--- src/rtl/plic_claim_arb.sv ---
// Purpose : round-robin claim/complete arbiter between NUM_CTX hart contexts and one PLIC core port.
// Latency : claim accept T -> clam_o T+1 -> rsp_valid_o T+2 -> idle T+3; complete accept T -> comp_o T+1 -> idle T+2.
// Backpress: requests are held by the contexts until their ready pulse; responses have no backpressure.
//
// Ports:
//   clk_i, rst_n_i               clock, asynchronous active-low reset
//   clm_valid_i / clm_ready_o    per-context claim request / one-hot accept
//   rsp_valid_o / rsp_id_o       one-hot claim response strobe and claimed ID
//   cmp_valid_i / cmp_id_i       per-context complete request and ID (ctx k at [k*IRQ_WIDTH +: IRQ_WIDTH])
//   cmp_ready_o                  one-hot complete accept
//   busy_o                       context holds an outstanding non-zero claim
//   err_o / err_clr_i            sticky bad-complete flag and its synchronous clear
//   clam_o / id_i                claim strobe to the core and the core's current top ID
//   comp_o / comp_id_o           complete strobe to the core and the ID being completed
module plic_claim_arb #(
    parameter int NUM_CTX   = 4,
    parameter int IRQ_WIDTH = 5
) (
    input  logic                           clk_i,
    input  logic                           rst_n_i,
    input  logic [NUM_CTX-1:0]             clm_valid_i,
    output logic [NUM_CTX-1:0]             clm_ready_o,
    output logic [NUM_CTX-1:0]             rsp_valid_o,
    output logic [IRQ_WIDTH-1:0]           rsp_id_o,
    input  logic [NUM_CTX-1:0]             cmp_valid_i,
    input  logic [NUM_CTX*IRQ_WIDTH-1:0]   cmp_id_i,
    output logic [NUM_CTX-1:0]             cmp_ready_o,
    output logic [NUM_CTX-1:0]             busy_o,
    output logic                           err_o,
    input  logic                           err_clr_i,
    output logic                           clam_o,
    input  logic [IRQ_WIDTH-1:0]           id_i,
    output logic                           comp_o,
    output logic [IRQ_WIDTH-1:0]           comp_id_o
);

    localparam int IDXW = (NUM_CTX > 1) ? $clog2(NUM_CTX) : 1;

    typedef enum logic [1:0] {
        IDLE  = 2'd0,
        CLAIM = 2'd1,
        RESP  = 2'd2,
        COMP  = 2'd3
    } state_t;

    state_t                              state_q, state_d;
    logic [IDXW-1:0]                     sel_q, sel_d;      // context owning the operation in flight
    logic [IDXW-1:0]                     rr_q, rr_d;        // round-robin search start
    logic [NUM_CTX-1:0][IRQ_WIDTH-1:0]   own_id_q, own_id_d;
    logic [NUM_CTX-1:0]                  busy_q, busy_d;
    logic                                err_q, err_d;
    logic                                cmp_ok_q, cmp_ok_d; // complete matched the owned ID at accept

    logic [NUM_CTX-1:0][IRQ_WIDTH-1:0]   cmp_id_arr;
    logic                                cmp_win_vld, clm_win_vld;
    logic [IDXW-1:0]                     cmp_win, clm_win;
    logic [IDXW-1:0]                     idx;

    assign cmp_id_arr = cmp_id_i;

    function automatic logic [IDXW-1:0] next_idx(input logic [IDXW-1:0] w);
        if (w == IDXW'(NUM_CTX - 1)) begin
            return '0;
        end
        return w + IDXW'(1);
    endfunction

    // First eligible request of each class, searching upward from rr_q.
    always_comb begin
        cmp_win_vld = 1'b0;
        cmp_win     = '0;
        clm_win_vld = 1'b0;
        clm_win     = '0;
        idx         = '0;
        for (int i = 0; i < NUM_CTX; i++) begin
            idx = IDXW'((int'(rr_q) + i) % NUM_CTX);
            if (!cmp_win_vld && cmp_valid_i[idx]) begin
                cmp_win_vld = 1'b1;
                cmp_win     = idx;
            end
            // A busy context may not claim again until its complete retires.
            if (!clm_win_vld && clm_valid_i[idx] && !busy_q[idx]) begin
                clm_win_vld = 1'b1;
                clm_win     = idx;
            end
        end
    end

    always_comb begin
        state_d     = state_q;
        sel_d       = sel_q;
        rr_d        = rr_q;
        own_id_d    = own_id_q;
        busy_d      = busy_q;
        cmp_ok_d    = cmp_ok_q;
        err_d       = err_clr_i ? 1'b0 : err_q;
        clm_ready_o = '0;
        cmp_ready_o = '0;

        unique case (state_q)
            IDLE: begin
                // Ready is combinational, so it is held low while reset is asserted.
                if (rst_n_i) begin
                    if (cmp_win_vld) begin
                        cmp_ready_o[cmp_win] = 1'b1;
                        sel_d    = cmp_win;
                        rr_d     = next_idx(cmp_win);
                        // Capture validity now: the context may drop its ID once accepted.
                        cmp_ok_d = busy_q[cmp_win] && (cmp_id_arr[cmp_win] == own_id_q[cmp_win]);
                        state_d  = COMP;
                    end else if (clm_win_vld) begin
                        clm_ready_o[clm_win] = 1'b1;
                        sel_d   = clm_win;
                        rr_d    = next_idx(clm_win);
                        state_d = CLAIM;
                    end
                end
            end
            CLAIM: begin
                own_id_d[sel_q] = id_i;
                busy_d[sel_q]   = |id_i;
                state_d         = RESP;
            end
            RESP: begin
                state_d = IDLE;
            end
            COMP: begin
                if (cmp_ok_q) begin
                    busy_d[sel_q]   = 1'b0;
                    own_id_d[sel_q] = '0;
                end else begin
                    err_d = 1'b1;   // set wins over a simultaneous clear
                end
                state_d = IDLE;
            end
            default: begin
                state_d = IDLE;
            end
        endcase
    end

    always_ff @(posedge clk_i or negedge rst_n_i) begin
        if (!rst_n_i) begin
            state_q  <= IDLE;
            sel_q    <= '0;
            rr_q     <= '0;
            own_id_q <= '0;
            busy_q   <= '0;
            err_q    <= 1'b0;
            cmp_ok_q <= 1'b0;
        end else begin
            state_q  <= state_d;
            sel_q    <= sel_d;
            rr_q     <= rr_d;
            own_id_q <= own_id_d;
            busy_q   <= busy_d;
            err_q    <= err_d;
            cmp_ok_q <= cmp_ok_d;
        end
    end

    // Strobes and data toward the core and the contexts, decoded from registered state.
    assign clam_o      = (state_q == CLAIM);
    assign comp_o      = (state_q == COMP) && cmp_ok_q;
    assign comp_id_o   = comp_o ? own_id_q[sel_q] : '0;
    assign rsp_valid_o = (state_q == RESP) ? (NUM_CTX'(1) << sel_q) : '0;
    assign rsp_id_o    = (state_q == RESP) ? own_id_q[sel_q] : '0;
    assign busy_o      = busy_q;
    assign err_o       = err_q;

endmodule

--- config.mk ---
export PLATFORM = sky130hd
export DESIGN_NAME = plic_claim_arb
export DESIGN_NICKNAME = d
export VERILOG_FILES = /design/src/rtl/plic_claim_arb.sv
export SDC_FILE = /design/constraint.sdc
export NUM_CORES = 1
export LEC_CHECK = 0
export CELL_PAD_IN_SITES_DETAIL_PLACEMENT = 0
export CELL_PAD_IN_SITES_GLOBAL_PLACEMENT = 1
export CORE_MARGIN = 2
export CORE_UTILIZATION = 40
export CTS_BUF_LIST = sky130_fd_sc_hd__clkbuf_4 sky130_fd_sc_hd__clkbuf_8
export DETAILED_ROUTE_END_ITERATION = 6
export GPL_TIMING_DRIVEN = 0
export PLACE_DENSITY_LB_ADDON = 0.1
export SETUP_SLACK_MARGIN = 0.02
export SYNTH_ARGS = -nofsm -noshare
export SYNTH_HDL_FRONTEND = slang
export SYNTH_SLANG_ARGS = --single-unit
--- constraint.sdc ---
create_clock -name clk_i -period 4.65 [get_ports clk_i]
set_clock_uncertainty 0.1 [all_clocks]
set_input_delay 0.6975 -clock clk_i [delete_from_list [all_inputs] [get_ports clk_i]]
set_output_delay 0.6975 -clock clk_i [all_outputs]
set_load 0.01 [all_outputs]
==> metrics list <==
- For the finished layout, the period the worst path requires is between 3000 and 4000 ps.
- The critical path starts at cmp_valid_i[0].
* CP max-delay cell: nor4_2
* Number of antenna diodes: 0
- Top_reg_cell synth: dfrtp_1
- Post-route met1 wirelength: ~2700 um
* Die Area: 0.006068 mm2
- After clock tree synthesis, the setup repair step added 0 buffers.
- Setup total negative slack on the finished layout was measured at 0 ps.
* Crit path to: clm_ready_o[1]
* CTS root buf: clkbuf_8
- Area grow syn2layout: 37.51%
- Dividing the detail-routed wire length by the instance count gives about 16 um.
- Iteration count of the initial detailed-routing pass: 4
- Launching element type of the critical path: input port
- The hold violation total from the final report is 0.
- Cell count after synthesis: between 200 and 250
- Worst Hold Class: input port to async pin
- Half-perimeter wire length of the detailed placement result: ~4400 um
* Die width: 77.90 um
* Count of buffering cells on the critical path with inverters included: 2
- Of the post-synthesis cell area, the dominant cell type holds 0.3666.
- Worst slew pin tran: between 800 and 900 ps
- The critical path runs through a total of 5 cells.
- Result of the run: finished clean
- Summed instance area of the synthesized netlist: 0.002185 mm2
- For this design the static power due to leakage is about 0.0013 uW.
- Setup-violating endpoint count in the final report: 0
- For this run, the post-layout net count is between 300 and 400.
- CP arrival: 2980 ps
* Clk_lat worst skew: 280 ps
- Routed signal wires occupy layers up through met4.
* Multiplexer area fraction after synthesis: 0.1661
- Share of synthesized registers carrying an async set or reset: 1.000
- Global-route wire length before repair: between 9000 and 10,000 um
* Post-synthesis compound-gate area fraction: 0.1833
* Largest area contributor in the netlist: dfrtp_1
* Via Count: approximately 1,900
* Post-synth net total: 257
- Total global-route track usage: 0.2044
- After synthesis, the mean cell area works out to ~10 um2.
- After synthesis, the cell types taking the most area are dfrtp_1, mux2i_1, a22o_1.
* Maximum fanout count along the critical path: 9
- At the worst endpoint, the required time is approximately 3900 ps.
* Family with the most delay on the worst path: simple AND/OR/NAND/NOR gates
- Of the total synthesized cell area, the portion taken by full adders, half adders and majority gates is 0.02864.
- Antenna violations before repair: 0
- Dominant combinational cell family by area after synthesis: compound AO/OA/AOI/OAI gates
- Grt total ovfl: 0
- Max incr delay on CP: 770 ps
- For this design, the CTS-stage hold fixing added 0 buffers.
- Clock tree from TritonCTS: built
* FF+latch count, synth: 32
* Post-Route Hold Slack: between 300 and 400 ps
* Maximum clock rate: between 200 and 300 MHz
- Top-count cell post-synth: dfrtp_1
- Layout cell share with drive strength beyond 1: 0.09059
- The initial utilization of the core area, before any placement, comes to 0.4197.
- Die span in y: roughly 78 um
* Cell-by-cell listing of the critical path: clkdlybuf4s50_1 > nor4_2 > and3_1 > and3_1 > clkdlybuf4s50_1
- The congestion estimate from routability-driven global placement came to about 0.84.
- Number of buffers on the longest clock path: 2
- For the worst flop-to-flop path, the logic depth is 9.
* Number of antenna-violating nets in the routed design: 0
- Relative slew slack: 0.4326
* Cell Pwr Density: about 550 mW/mm2
- Resized cells post-CTS: 0
* Unrepaired setup endpoints after global routing: no
- Largest net degree at the start of global routing: 34
- The number of pins exceeding their max-slew limit in the final report came to 0.
- In the finished design, the share of the clock period the worst path needs comes to 0.8132.
- Setup Crit Path Kind: input port to primary output
- Using the TritonRoute via totals, the vias-per-cell ratio works out to 5.353.
* Most frequent cells after synthesis: dfrtp_1, mux2i_1, a22o_1
- The share of the Yosys chip area taken by registers is 0.3666.
* Count of cell types in the netlist: 35
- Area inside the core boundary: 0.005205 mm2
* # Max-Cap Violations: 0
- Reg-to-reg critical path startpoint: rr_q[1]$_DFFE_PN0P_
- Xor/xnor cell area share of the yosys netlist: 0.03207
* Fill count: 475
* Clock H-tree levels: 2
- CTS buffer count: 5
* Routed wire length: between 5000 and 6000 um
- Synth Area in Simple Gates: 0.1712
* Sum of met2 wire segment lengths after detailed routing: roughly 2700 um
- Counting flops with a built-in enable in the synthesized netlist gives 0.
- The floorplan has 26 rows.
- After detailed routing, the number of remaining DRC violations is 0.
* Clock tree sinks: 32
- After detailed routing, the met3 layer carries approximately 330 um of wire.
* End of the worst register-to-register path: cmp_ok_q$_DFFE_PN0P_
* Number of design-rule violations left by the first detailed-router iteration: a little under 100
- For flop-to-flop paths, the worst setup slack is ~2400 ps.
- Number of global-route vias before repair: 1,907
- Across the VDD grid, the largest voltage drop is between 0.2 and 0.3 mV.
- Yosys printed 0 warnings.
- Number of buffer cells added on primary ports: between 60 and 70
* Clock transition at path regs: 60 ps
* Top-level I/O count: 65
* Worst Setup End Kind: primary output
final cells by class:
type,instances,area (um2),share of cell area
multi-input cells,166,1270,0.4227
clock buffers,7,96.34,0.03207
well taps,70,87.58,0.02915
repair buffers,64,635.6,0.2116
flip-flops and latches,32,800.8,0.2666
plain buffers,7,72.57,0.02416
inverters,11,41.29,0.01374
kinds of logic (layout without fill, tap and decap cells):
group	after synthesis	after routing
simple gates	72	72
compound gates	51	51
flops	32	32
mux	30	30
buf+inv	18	89
xor+xnor	8	8
fa+ha+maj	5	5
layout by cell type, fill, tap and decap left out:
cell type and instances:
nand3_1 6, a32o_1 3, a21o_1 1, nor3_1 3, o211ai_1 1, nand2_1 14
o2111ai_1 1, a311oi_1 1, dfrtp_1 32, xnor2_1 8, or4_1 1, o21ai_0 6
inv_2 1, a211oi_1 1, a21oi_1 9, o22ai_1 2, mux2i_1 25, a22o_1 21
buf_6 4, nand2b_1 9, o21ai_2 2, buf_1 2, buf_2 1, and3_1 2
nor2_1 15, or2_2 1, nor2b_1 10, nor4_2 1, buf_12 1, a31oi_2 1
clkdlybuf4s50_1 63, clkbuf_8 7, o2bb2a_4 1, a21oi_2 1, inv_1 10, and2_1 10
ha_1 5, mux4_2 5
state kept, by name, summed over array words and instances (netlist names):
name / count
busy_o: 4
cmp_ok_q: 1
err_o: 1
own_id_q: 20
rr_q: 2
sel_q: 2
state_q: 2
through the flow:
stage	instance area [um2]	util	power, uW	instances	worst slack [ps]
after global routing	3004	0.5772	1773	357	661.7
after global placement	2913	0.5596	1419	350	105.2
final	3004	0.5772	1652	357	868.6
after detailed placement	2908	0.5587	1427	350	844.2
after CTS	3004	0.5772	1664	357	843.4
after floorplan	2185	-	1138	216	2030
metal layers:
layer / global-route usage / up-vias
met1: 0.2801 / 920
met5: 0 / -
met4: 0.06140 / 0
met3: 0.03488 / 6
met2: 0.3319 / 63
li1: - / 922
where the power goes:
group	internal (uW)	switching [uW]	total [uW]
Clock	132	99.7	231
Sequential	405	125	530
Combinational	492	398	890
Total	1030	623	1650
worst register-to-register path: cells and delay by family, from the launching register on:
family	cells	cell delay, ps
AOI/OAI and AO/OA	3	590
and+or+nand+nor	1	130
buffers and inverters	2	370
muxes	2	480
xor gates and xnor gates	1	160
DFF	1	340
how the worst min path moves through the flow:
| stage | endpoint | from | cells after the start |
|---|---|---|---|
| after floorplan | busy_o[0]$_DFFE_PN0P_ | rst_n_i | 0 |
| after global placement | err_o$_DFF_PN0_ | cmp_ok_q$_DFFE_PN0P_ | 1 |
| after detailed placement | err_o$_DFF_PN0_ | cmp_ok_q$_DFFE_PN0P_ | 1 |
| after CTS | own_id_q[1]$_DFFE_PN0P_ | rst_n_i | 1 |
| after global routing | own_id_q[1]$_DFFE_PN0P_ | rst_n_i | 1 |
| final | own_id_q[1]$_DFFE_PN0P_ | rst_n_i | 1 |
Power figures use the tool's default switching activity.
